### config.mk
export PLATFORM = sky130hd
export DESIGN_NAME = ysyx_25020047_lsu_axi_flat
export DESIGN_NICKNAME = d
export VERILOG_FILES = /design/src/rtl/ysyx_25020047_lsu_pkg.sv /design/src/rtl/ysyx_25020047_lsu_axi_if.sv /design/src/rtl/ysyx_25020047_lsu_align.sv /design/src/rtl/ysyx_25020047_lsu_axi.sv /design/src/flat_wrapper.sv
export SDC_FILE = /design/constraint.sdc
export NUM_CORES = 1
export LEC_CHECK = 0
export ABC_AREA = 1
export CELL_PAD_IN_SITES_DETAIL_PLACEMENT = 1
export CELL_PAD_IN_SITES_GLOBAL_PLACEMENT = 1
export CORE_MARGIN = 8
export CORE_UTILIZATION = 48
export CTS_CLUSTER_DIAMETER = 30
export DETAILED_ROUTE_END_ITERATION = 6
export DONT_BUFFER_PORTS = 1
export PLACE_DENSITY_LB_ADDON = 0.15
export SLEW_MARGIN = 10
export SYNTH_ARGS = -nofsm -noshare
export SYNTH_HDL_FRONTEND = slang
export SYNTH_SLANG_ARGS = --single-unit
### constraint.sdc
create_clock -name clk -period 2.95 [get_ports clk]
set_input_delay 0.59 -clock clk [delete_from_list [all_inputs] [get_ports clk]]
set_output_delay 0.59 -clock clk [all_outputs]
set_load 0.02 [all_outputs]
### src/rtl/ysyx_25020047_lsu_pkg.sv
// Shared types and encodings for the LSU AXI4-Lite front end.
package ysyx_25020047_lsu_pkg;

  typedef enum logic [2:0] {
    IDLE,
    RD_ADDR,
    RD_DATA,
    WR_REQ,
    WR_RESP,
    RESP
  } lsu_state_e;

  localparam logic [1:0] SZ_B = 2'b00;
  localparam logic [1:0] SZ_H = 2'b01;
  localparam logic [1:0] SZ_W = 2'b10;

  localparam logic [1:0] RESP_OKAY = 2'b00;

  // Size 11 is reserved and is reported the same way as a misaligned access.
  function automatic logic is_misaligned(input logic [1:0] size, input logic [1:0] off);
    case (size)
      SZ_B:    return 1'b0;
      SZ_H:    return off[0];
      SZ_W:    return off != 2'b00;
      default: return 1'b1;
    endcase
  endfunction

endpackage

### src/rtl/ysyx_25020047_lsu_axi_if.sv
// AXI4-Lite master/slave channel bundle used by the LSU.
interface ysyx_25020047_lsu_axi_if #(
  parameter int ADDR_W = 32,
  parameter int DATA_W = 32
);
  localparam int STRB_W = DATA_W / 8;

  logic [ADDR_W-1:0] araddr;
  logic              arvalid;
  logic              arready;
  logic [DATA_W-1:0] rdata;
  logic [1:0]        rresp;
  logic              rvalid;
  logic              rready;
  logic [ADDR_W-1:0] awaddr;
  logic              awvalid;
  logic              awready;
  logic [DATA_W-1:0] wdata;
  logic [STRB_W-1:0] wstrb;
  logic              wvalid;
  logic              wready;
  logic [1:0]        bresp;
  logic              bvalid;
  logic              bready;

  modport master (
    output araddr, arvalid, input arready,
    input  rdata, rresp, rvalid, output rready,
    output awaddr, awvalid, input awready,
    output wdata, wstrb, wvalid, input wready,
    input  bresp, bvalid, output bready
  );

  modport slave (
    input  araddr, arvalid, output arready,
    output rdata, rresp, rvalid, input rready,
    input  awaddr, awvalid, output awready,
    input  wdata, wstrb, wvalid, output wready,
    output bresp, bvalid, input bready
  );

endinterface

### src/rtl/ysyx_25020047_lsu_align.sv
// Byte-lane alignment: store shift/strobe generation and load extract/extend.
module ysyx_25020047_lsu_align
  import ysyx_25020047_lsu_pkg::*;
(
  input  logic [1:0]  size,
  input  logic [1:0]  off,
  input  logic        is_unsigned,
  input  logic [31:0] wdata_in,
  input  logic [31:0] rdata_in,
  output logic [31:0] wdata_out,
  output logic [3:0]  wstrb,
  output logic [31:0] rdata_out
);

  logic [31:0] rd_sh;
  logic        sext;

  always_comb begin
    wdata_out = wdata_in << {off, 3'b000};
    case (size)
      SZ_B:    wstrb = 4'b0001 << off;
      SZ_H:    wstrb = 4'b0011 << off;
      default: wstrb = 4'b1111;
    endcase
  end

  always_comb begin
    rd_sh     = rdata_in >> {off, 3'b000};
    sext      = 1'b0;
    rdata_out = rd_sh;
    case (size)
      SZ_B: begin
        sext      = ~is_unsigned & rd_sh[7];
        rdata_out = {{24{sext}}, rd_sh[7:0]};
      end
      SZ_H: begin
        sext      = ~is_unsigned & rd_sh[15];
        rdata_out = {{16{sext}}, rd_sh[15:0]};
      end
      default: rdata_out = rd_sh;
    endcase
  end

endmodule

### src/rtl/ysyx_25020047_lsu_axi.sv
// LSU front end: one request -> one AXI4-Lite read or write -> one writeback response.
module ysyx_25020047_lsu_axi
  import ysyx_25020047_lsu_pkg::*;
#(
  parameter int ADDR_W = 32,
  parameter int DATA_W = 32
) (
  input  logic              clk,
  input  logic              rst_n,
  input  logic              req_valid,
  output logic              req_ready,
  input  logic              req_wen,
  input  logic [ADDR_W-1:0] req_addr,
  input  logic [DATA_W-1:0] req_wdata,
  input  logic [1:0]        req_size,
  input  logic              req_unsigned,
  output logic              resp_valid,
  input  logic              resp_ready,
  output logic [DATA_W-1:0] resp_rdata,
  output logic              resp_err,
  ysyx_25020047_lsu_axi_if.master axi
);

  lsu_state_e  state;
  logic [1:0]  lat_size;
  logic [1:0]  lat_off;
  logic        lat_uns;
  logic        aw_done;
  logic        w_done;

  logic [1:0]  al_size;
  logic [1:0]  al_off;
  logic [31:0] al_wdata;
  logic [3:0]  al_wstrb;
  logic [31:0] al_rdata;
  logic        aw_hs;
  logic        w_hs;
  logic        aw_ok;
  logic        w_ok;

  assign req_ready = (state == IDLE);

  // Stores are aligned straight from the request; loads use the latched offset.
  assign al_size = (state == IDLE) ? req_size     : lat_size;
  assign al_off  = (state == IDLE) ? req_addr[1:0] : lat_off;

  assign aw_hs = axi.awvalid & axi.awready;
  assign w_hs  = axi.wvalid  & axi.wready;
  assign aw_ok = aw_done | aw_hs;
  assign w_ok  = w_done  | w_hs;

  ysyx_25020047_lsu_align u_align (
    .size        (al_size),
    .off         (al_off),
    .is_unsigned (lat_uns),
    .wdata_in    (req_wdata),
    .rdata_in    (axi.rdata),
    .wdata_out   (al_wdata),
    .wstrb       (al_wstrb),
    .rdata_out   (al_rdata)
  );

  always_ff @(posedge clk or negedge rst_n) begin
    if (!rst_n) begin
      state       <= IDLE;
      lat_size    <= SZ_B;
      lat_off     <= 2'b00;
      lat_uns     <= 1'b0;
      aw_done     <= 1'b0;
      w_done      <= 1'b0;
      axi.araddr  <= '0;
      axi.arvalid <= 1'b0;
      axi.rready  <= 1'b0;
      axi.awaddr  <= '0;
      axi.awvalid <= 1'b0;
      axi.wdata   <= '0;
      axi.wstrb   <= '0;
      axi.wvalid  <= 1'b0;
      axi.bready  <= 1'b0;
      resp_valid  <= 1'b0;
      resp_rdata  <= '0;
      resp_err    <= 1'b0;
    end else begin
      case (state)
        IDLE: if (req_valid) begin
          lat_size <= req_size;
          lat_off  <= req_addr[1:0];
          lat_uns  <= req_unsigned;
          if (is_misaligned(req_size, req_addr[1:0])) begin
            resp_valid <= 1'b1;
            resp_rdata <= '0;
            resp_err   <= 1'b1;
            state      <= RESP;
          end else if (req_wen) begin
            axi.awaddr  <= {req_addr[ADDR_W-1:2], 2'b00};
            axi.awvalid <= 1'b1;
            axi.wdata   <= al_wdata;
            axi.wstrb   <= al_wstrb;
            axi.wvalid  <= 1'b1;
            aw_done     <= 1'b0;
            w_done      <= 1'b0;
            state       <= WR_REQ;
          end else begin
            axi.araddr  <= {req_addr[ADDR_W-1:2], 2'b00};
            axi.arvalid <= 1'b1;
            state       <= RD_ADDR;
          end
        end
        RD_ADDR: if (axi.arready) begin
          axi.arvalid <= 1'b0;
          axi.rready  <= 1'b1;
          state       <= RD_DATA;
        end
        RD_DATA: if (axi.rvalid) begin
          axi.rready <= 1'b0;
          resp_valid <= 1'b1;
          resp_err   <= (axi.rresp != RESP_OKAY);
          resp_rdata <= (axi.rresp != RESP_OKAY) ? '0 : al_rdata;
          state      <= RESP;
        end
        // AW and W complete independently; wait for both before taking B.
        WR_REQ: begin
          if (aw_hs) begin
            axi.awvalid <= 1'b0;
            aw_done     <= 1'b1;
          end
          if (w_hs) begin
            axi.wvalid <= 1'b0;
            w_done     <= 1'b1;
          end
          if (aw_ok && w_ok) begin
            aw_done    <= 1'b0;
            w_done     <= 1'b0;
            axi.bready <= 1'b1;
            state      <= WR_RESP;
          end
        end
        WR_RESP: if (axi.bvalid) begin
          axi.bready <= 1'b0;
          resp_valid <= 1'b1;
          resp_err   <= (axi.bresp != RESP_OKAY);
          resp_rdata <= '0;
          state      <= RESP;
        end
        RESP: if (resp_ready) begin
          resp_valid <= 1'b0;
          state      <= IDLE;
        end
        default: state <= IDLE;
      endcase
    end
  end

endmodule
### src/flat_wrapper.sv
// flat-port wrapper written by rule: the top's interface ports become plain ports
module ysyx_25020047_lsu_axi_flat import ysyx_25020047_lsu_pkg::*;
#(
  parameter int ADDR_W = 32,
  parameter int DATA_W = 32
)
  (clk, rst_n, req_valid, req_ready, req_wen, req_addr, req_wdata, req_size, req_unsigned, resp_valid, resp_ready, resp_rdata, resp_err, axi_araddr, axi_arvalid, axi_arready, axi_rdata, axi_rresp, axi_rvalid, axi_rready, axi_awaddr, axi_awvalid, axi_awready, axi_wdata, axi_wstrb, axi_wvalid, axi_wready, axi_bresp, axi_bvalid, axi_bready);
  ysyx_25020047_lsu_axi_if #(.ADDR_W(ADDR_W), .DATA_W(DATA_W)) axi_i ();
  input  logic clk;
  input  logic rst_n;
  input  logic req_valid;
  output logic req_ready;
  input  logic req_wen;
  input  logic [ADDR_W-1:0] req_addr;
  input  logic [DATA_W-1:0] req_wdata;
  input  logic [1:0] req_size;
  input  logic req_unsigned;
  output logic resp_valid;
  input  logic resp_ready;
  output logic [DATA_W-1:0] resp_rdata;
  output logic resp_err;
  output wire logic [$bits(axi_i.araddr)-1:0] axi_araddr;
  output wire logic [$bits(axi_i.arvalid)-1:0] axi_arvalid;
  input wire logic [$bits(axi_i.arready)-1:0] axi_arready;
  input wire logic [$bits(axi_i.rdata)-1:0] axi_rdata;
  input wire logic [$bits(axi_i.rresp)-1:0] axi_rresp;
  input wire logic [$bits(axi_i.rvalid)-1:0] axi_rvalid;
  output wire logic [$bits(axi_i.rready)-1:0] axi_rready;
  output wire logic [$bits(axi_i.awaddr)-1:0] axi_awaddr;
  output wire logic [$bits(axi_i.awvalid)-1:0] axi_awvalid;
  input wire logic [$bits(axi_i.awready)-1:0] axi_awready;
  output wire logic [$bits(axi_i.wdata)-1:0] axi_wdata;
  output wire logic [$bits(axi_i.wstrb)-1:0] axi_wstrb;
  output wire logic [$bits(axi_i.wvalid)-1:0] axi_wvalid;
  input wire logic [$bits(axi_i.wready)-1:0] axi_wready;
  input wire logic [$bits(axi_i.bresp)-1:0] axi_bresp;
  input wire logic [$bits(axi_i.bvalid)-1:0] axi_bvalid;
  output wire logic [$bits(axi_i.bready)-1:0] axi_bready;
  assign axi_araddr = axi_i.araddr;
  assign axi_arvalid = axi_i.arvalid;
  assign axi_i.arready = axi_arready;
  assign axi_i.rdata = axi_rdata;
  assign axi_i.rresp = axi_rresp;
  assign axi_i.rvalid = axi_rvalid;
  assign axi_rready = axi_i.rready;
  assign axi_awaddr = axi_i.awaddr;
  assign axi_awvalid = axi_i.awvalid;
  assign axi_i.awready = axi_awready;
  assign axi_wdata = axi_i.wdata;
  assign axi_wstrb = axi_i.wstrb;
  assign axi_wvalid = axi_i.wvalid;
  assign axi_i.wready = axi_wready;
  assign axi_i.bresp = axi_bresp;
  assign axi_i.bvalid = axi_bvalid;
  assign axi_bready = axi_i.bready;
  ysyx_25020047_lsu_axi #(.ADDR_W(ADDR_W), .DATA_W(DATA_W)) u_core (.clk(clk), .rst_n(rst_n), .req_valid(req_valid), .req_ready(req_ready), .req_wen(req_wen), .req_addr(req_addr), .req_wdata(req_wdata), .req_size(req_size), .req_unsigned(req_unsigned), .resp_valid(resp_valid), .resp_ready(resp_ready), .resp_rdata(resp_rdata), .resp_err(resp_err), .axi(axi_i));
endmodule
==> flow_metrics.py, run 1 <==
metrics = {
    "worst_setup_path": {
        "crit_chain": "inv_2, nand2_2, inv_2, nand4_1, buf_4, inv_1, nor2_1, o21ai_0",
        "critPathArrivalTime_ns": 2.89,
        "start_kind": "register",
        "crit_top_cell": "inv_2",
        "critPathBufInv": 4,
        "crit_family": "buffers and inverters",
        "worst_path_max_delay_cell": "buf_4",
        "crit_path_end_kind": "register",
        "cp_max_fo": 62,
        "critPathKind": "register to register",
        "critPathRequiredTime_ns": 3.23,
        "cpPeakStageDelay_ns": 0.55,
    },
    "flow_run": {
        "drv_cap": 0,
    },
    "clocking": {
        "cts_tree": "yes",
        "cts_buffer_depth": 2,
        "cts_buffers": 17,
        "cts-root-buf": "clkbuf_16",
        "cts-htree-levels": 4,
        "cts_setup_buffers": 0,
        "clk_pin_slew_ns": 0.06,
        "cts_resized": 0,
        "cts_sinks": 145,
        "clk_latency_ns": 0.42,
    },
    "status": {
        "status": "finished with violations",
        "violations": "hold timing",
    },
    "drt": {
        "wirelength_um": 22100,
        "drt_iter0_drc": 255,
        "drc": 0,
        "routed-via-count": 5874,
        "postRouteAntennaNets": 0,
        "dr.pass1.iters": 5,
        "via_per_inst": 5.57,
        "wire_per_inst_um": 20.9,
    },
    "timing": {
        "fin_crit_sh_pct": 88.4,
        "tightest_slew_ns": 0.815,
        "setup_viol": 0,
        "drv_slew": 0,
        "fmax_ghz": 0.384,
        "tns_ns": 0,
        "hold_slack_ns": -0.134,
        "layout_min_cycle_time_ns": 2.61,
        "hold_viol": 145,
        "grt_setup_unrepaired": "false",
        "finClkSkew_ns": 0.0101,
        "slew_headroom_pct": 45.5,
    },
    "layout": {
        "n_antenna_cell": 0,
        "nNetsFinal": 971,
        "drive_above_1_share_pct": 7.13,
        "syn_to_final_growth_pct": 9.05,
        "fillers": 1750,
    },
    "die": {
        "ioPinCount": 253,
        "die_area_um2": 18500,
        "std_cell_rows": 44,
        "die_y_um": 136,
        "initial_core_util_pct": 48.4,
        "die_w_um": 136,
        "fp.coreArea_um2": 14300,
    },
    "synth": {
        "synth_edf_count": 0,
        "yosysSeqAreaShare_pct": 52.4,
        "ys_async_sr_fraction_pct": 100,
        "netlist_instances": 876,
        "yosysTopAreaCellShare_pct": 52.4,
        "synth-seq-cells": 145,
        "yosysWarnings": 0,
        "synth.top_cells.by_area": "dfrtp_1, nand2_1, o21ai_0, nand3_1, inv_1",
        "synth_common_cells": "nand2_1, dfrtp_1, o21ai_0",
        "synth_top_area_cell": "dfrtp_1",
        "synth-main-ff-cell": "dfrtp_1",
        "yosysMostFrequentCell": "nand2_1",
        "syn_avg_cell_area_um2": 7.90,
        "synth.distinct_cells": 33,
        "netlist_area_um2": 6920,
    },
    "pwr": {
        "fin_total_pwr_mw": 9.78,
        "power.leakage_nw": 3.97,
        "power_frac_clock_pct": 20.8,
        "seq_power_share_pct": 45.0,
        "netSwitchingFraction_pct": 48.8,
        "peakVddDrop_mv": 0.664,
        "p_int_mw": 5.00,
        "combPwrFrac_pct": 34.2,
        "p_per_area_nw_per_um2": 1290,
        "p_sw_mw": 4.77,
    },
    "placed_design": {
        "routabilityCongestion": 0.864,
        "dp_hpwl_um": 16300,
        "io_buffers": 0,
    },
    "global_route": {
        "antenna_found_initial": 1,
        "grt.total_usage_pct": 23.9,
        "grt_overflow": 0,
        "grt_max_degree": 146,
        "grt_pass1_wl_um": 34600,
        "grt_pass1_vias": 6257,
    },
    "hold_path": {
        "hp-class": "input port to async pin",
    },
}
[cells in the final DEF (no fill, tap or decap), drive strengths merged]
cell / instances
clkbuf: 19
o21ai: 88
o32ai: 1
a211oi: 1
o21a: 1
nand3: 65
conb: 4
nand2: 361
dfrtp: 145
clkinvlp: 4
mux2: 1
nand3b: 1
inv: 65
o211ai: 17
buf: 11
clkinv: 5
bufinv: 1
nand4: 3
o22ai: 1
nor2: 28
a22o: 14
a31oi: 3
a21oi: 31
[metrics by stage]
step	cell area, um^2	std cells	setup slack (ns)	utilization, %	hold slack, ns
floorplan	6940	879	1.21	-	0.294
global placement	7000	1023	0.562	48.9	0.299
detailed placement	7000	1023	0.380	48.9	0.299
CTS	7550	1054	0.367	52.8	-0.156
global route	7550	1054	0.173	52.8	-0.158
finish	7550	1054	0.343	52.8	-0.134
[registers in the layout (all words and copies together) (netlist names), 2 cells and up]
register and cells:
u_core.axi.araddr 30, u_core.axi.wdata 32, u_core.state 3, u_core.axi.awaddr 30, u_core.lat_size 2, u_core.resp_rdata 32
u_core.lat_off 2, u_core.axi.wstrb 4
[routing by layer]
| metal | share of wire, % | track usage [%] | up-vias | wire length, um |
|---|---|---|---|---|
| li1 | - | - | 2773 | - |
| met1 | 38 | 27.8 | 2853 | 8300 |
| met2 | 49 | 39.0 | 217 | 10800 |
| met3 | 11 | 9.76 | 29 | 2510 |
| met4 | 2.0 | 8.30 | 2 | 448 |
| met5 | 0.059 | 0 | - | 13 |
[final timing paths]
kind / from / endpoint / slack [ns] / depth (start not counted)
max: u_core.state[2]$_DFFE_PN0P_ / u_core.axi.wstrb[1]$_DFFE_PN0P_ / 0.34 / 8
min: rst_n / u_core.axi.wdata[12]$_DFFE_PN0P_ / -0.13 / 0
max reg2reg: u_core.state[2]$_DFFE_PN0P_ / u_core.axi.wstrb[1]$_DFFE_PN0P_ / 0.34 / 8
min reg2reg: u_core.w_done$_DFFE_PN0P_ / u_core.w_done$_DFFE_PN0P_ / 0.51 / 1
max in group asynchronous: rst_n / u_core.state[1]$_DFFE_PN0P_ / 2.84 / 0
min in group clk: req_addr[0] / u_core.lat_off[0]$_DFFE_PN0P_ / 0.30 / 2
[power by group through the flow]
stage / registers, mW / logic, mW / clock network (mW)
finish: 4.40 / 3.34 / 2.03
global route: 4.50 / 3.86 / 2.15
CTS: 4.43 / 3.38 / 2.08
detailed placement: 4.45 / 3.34 / 0
global placement: 4.43 / 3.18 / 0
floorplan: 4.13 / 2.68 / 0
[cells by family after synthesis]
| family | Yosys count | synth area share, % |
|---|---|---|
| and+or+nand+nor | 458 | 27.1 |
| AOI/OAI and AO/OA | 157 | 13.1 |
| DFF | 145 | 52.4 |
| buffers and inverters | 114 | 7.19 |
| muxes | 1 | 0.163 |
| other | 1 | 0.0542 |
[final cells by class]
type | count | area (um^2) | share of cell area [%]
Timing Repair Buffer | 11 | 82.6 | 1.09
Clock buffer | 19 | 443 | 5.87
Tap cell | 184 | 230 | 3.05
Inverter | 63 | 236 | 3.13
Multi-Input combinational cell | 620 | 2820 | 37.3
Clock inverter | 12 | 110 | 1.46
Sequential cell | 145 | 3630 | 48.1
[worst reg2reg max path: cells and delay by family, from the launching register on]
| kind | cells | cell delay [ns] |
|---|---|---|
| simple gates | 3 | 0.66 |
| buf+inv | 4 | 1.30 |
| flops | 1 | 0.43 |
| compound gates | 1 | 0.10 |
No activity file was read; power rests on OpenSTA's default activity.
==> run 2: changes to the inputs <==
- CORE_MARGIN: 8 -> 2
- CORE_UTILIZATION: 48 -> 25
==> flow_metrics.py, run 2 (synthesized netlist as in run 1, its figures left out) <==
metrics = {
    "layout": {
        "ff_latch_area_um2": 3630,
        "top_regs": "u_core.axi.wdata (32), u_core.resp_rdata (32)",
        "syn_to_final_growth_pct": 14.0,
        "n_antenna_cell": 0,
        "final_common_cell": "nand2_1",
        "drive_above_1_share_pct": 7.67,
        "final_cell_mix": "nand2_1, dfrtp_1, o21ai_0",
        "multi_input_area_um2": 2820,
        "nNetsFinal": 973,
        "fillers": 3218,
    },
    "hold_path": {
        "hp-class": "input port to async pin",
    },
    "timing": {
        "tns_ns": 0,
        "grt_setup_unrepaired": "false",
        "fmax_ghz": 0.438,
        "slew_headroom_pct": 50.9,
        "setup_viol": 0,
        "hold_slack_ns": -0.149,
        "drv_slew": 0,
        "layout_min_cycle_time_ns": 2.28,
        "fin_crit_sh_pct": 77.4,
        "tightest_slew_ns": 0.733,
        "hold_viol": 145,
        "fin_ws_ns": 0.667,
        "finClkSkew_ns": 0.0142,
    },
    "global_route": {
        "grt_pass1_vias": 6041,
        "grt_overflow": 0,
        "grt_pass1_wl_um": 36800,
        "grt.total_usage_pct": 16.6,
        "grt_max_degree": 146,
        "antenna_found_initial": 0,
    },
    "worst_setup_path": {
        "cpPeakStageDelay_ns": 0.54,
        "start_kind": "register",
        "critPathArrivalTime_ns": 2.65,
        "timing.rr.start": "u_core.state[0]$_DFFE_PN0P_",
        "crit_path_start": "u_core.state[0]$_DFFE_PN0P_",
        "critPathKind": "register to register",
        "reg2regPathDepth": 7,
        "crit_end": "u_core.axi.wdata[27]$_DFFE_PN0P_",
        "crit_chain": "nor2_4, nand2_2, inv_2, nand4_1, inv_1, o211ai_1, nand2_1",
        "r2r-end": "u_core.axi.wdata[27]$_DFFE_PN0P_",
        "reg2reg_slack_ns": 0.67,
        "cp_max_fo": 14,
        "crit_path_end_kind": "register",
        "critPathRequiredTime_ns": 3.32,
        "worst_path_max_delay_cell": "inv_1",
    },
    "pwr": {
        "p_per_area_nw_per_um2": 1280,
        "p_sw_mw": 5.08,
        "netSwitchingFraction_pct": 50.3,
        "fin_total_pwr_mw": 10.1,
        "power.leakage_nw": 4.02,
        "seq_power_share_pct": 43.3,
        "combPwrFrac_pct": 34.4,
        "power_frac_clock_pct": 22.3,
        "p_int_mw": 5.01,
        "peakVddDrop_mv": 0.610,
    },
    "drt": {
        "dr.pass1.iters": 4,
        "drc": 0,
        "wirelength_um": 23800,
        "drt_iter0_drc": 267,
        "via_per_inst": 4.62,
        "postRouteAntennaNets": 0,
        "wire_per_inst_um": 19.1,
        "routed-via-count": 5753,
    },
    "clocking": {
        "cts_buffer_depth": 2,
        "cts_resized": 0,
        "clk_pin_slew_ns": 0.08,
        "cts_buffers": 17,
        "cts_setup_buffers": 0,
        "clk_latency_ns": 0.43,
        "cts-htree-levels": 4,
        "cts_sinks": 145,
        "cts_tree": "yes",
        "cts-root-buf": "clkbuf_16",
    },
    "placed_design": {
        "pre_cts_ws_ns": 0.553,
        "io_buffers": 0,
        "dp_hpwl_um": 16700,
        "routabilityCongestion": 0.740,
    },
    "die": {
        "fp.coreArea_um2": 27100,
        "die_w_um": 170,
        "ioPinCount": 253,
        "std_cell_rows": 60,
        "die_y_um": 170,
        "die_area_um2": 29000,
        "initial_core_util_pct": 25.5,
    },
    "status": {
        "violations": "hold timing",
        "status": "finished with violations",
    },
    "flow_run": {
        "drv_cap": 0,
    },
}
run 2: changes by cell type in the layout (fill, tap and decap cells not counted), moves of 3 or more:
| cell | change |
|---|---|
| buf_12 | +3 |
| inv_8 | +4 |
| clkinv_8 | +5 |
| clkinvlp_4 | -4 |
| clkinv_2 | -3 |
run 2: per-stage QoR:
step	cells	util (%)	hold WS, ns	instance area (um^2)
2_1_floorplan	879	-	0.294	6940
3_3_place_gp	1213	26.9	0.300	7290
3_5_place_dp	1213	26.9	0.299	7290
4_1_cts	1245	29.1	-0.178	7890
5_1_grt	1245	29.1	-0.181	7890
6_report	1245	29.1	-0.149	7890
run 2: area by class of cell:
cell class,count,share of cell area [%]
Sequential cell,145,46.0
Multi-Input combinational cell,620,35.8
Tap cell,372,5.90
Clock buffer,17,5.39
Inverter,63,3.00
Clock inverter,15,2.27
Timing Repair Buffer,13,1.71
run 2: how the worst min path moves through the flow:
stage	slack (ns)	cells past startpoint	startpoint	to
after global routing	-0.18	0	rst_n	u_core.axi.bready$_DFFE_PN0P_
after floorplan	0.29	0	rst_n	u_core.aw_done$_DFFE_PN0P_
after detailed placement	0.30	0	rst_n	u_core.state[0]$_DFFE_PN0P_
final	-0.15	0	rst_n	u_core.axi.bready$_DFFE_PN0P_
after CTS	-0.18	0	rst_n	u_core.resp_err$_DFFE_PN0P_
after global placement	0.30	0	rst_n	u_core.axi.bready$_DFFE_PN0P_
run 2: metal layers:
metal / share of wire, % / track usage [%] / vias up
met5: 0 / 0 / -
met4: 1.4 / 4.57 / 0
met3: 8.4 / 6.67 / 14
met2: 46 / 26.3 / 146
met1: 44 / 20.9 / 2804
li1: - / - / 2789
run 2: power by group through the flow:
| stage | registers (mW) | clock network [mW] | logic (mW) |
|---|---|---|---|
| after floorplan | 4.13 | 0 | 2.68 |
| after detailed placement | 4.45 | 0 | 3.55 |
| after global routing | 4.50 | 2.41 | 4.03 |
| final | 4.37 | 2.25 | 3.47 |
| after global placement | 4.45 | 0 | 3.51 |
| after CTS | 4.41 | 2.33 | 3.57 |
run 2: critical path: cells and delay by family (launching register included):
family	cells	cell delay, ns
simple gates	4	0.83
buf+inv	2	0.77
flops	1	0.45
compound gates	1	0.17
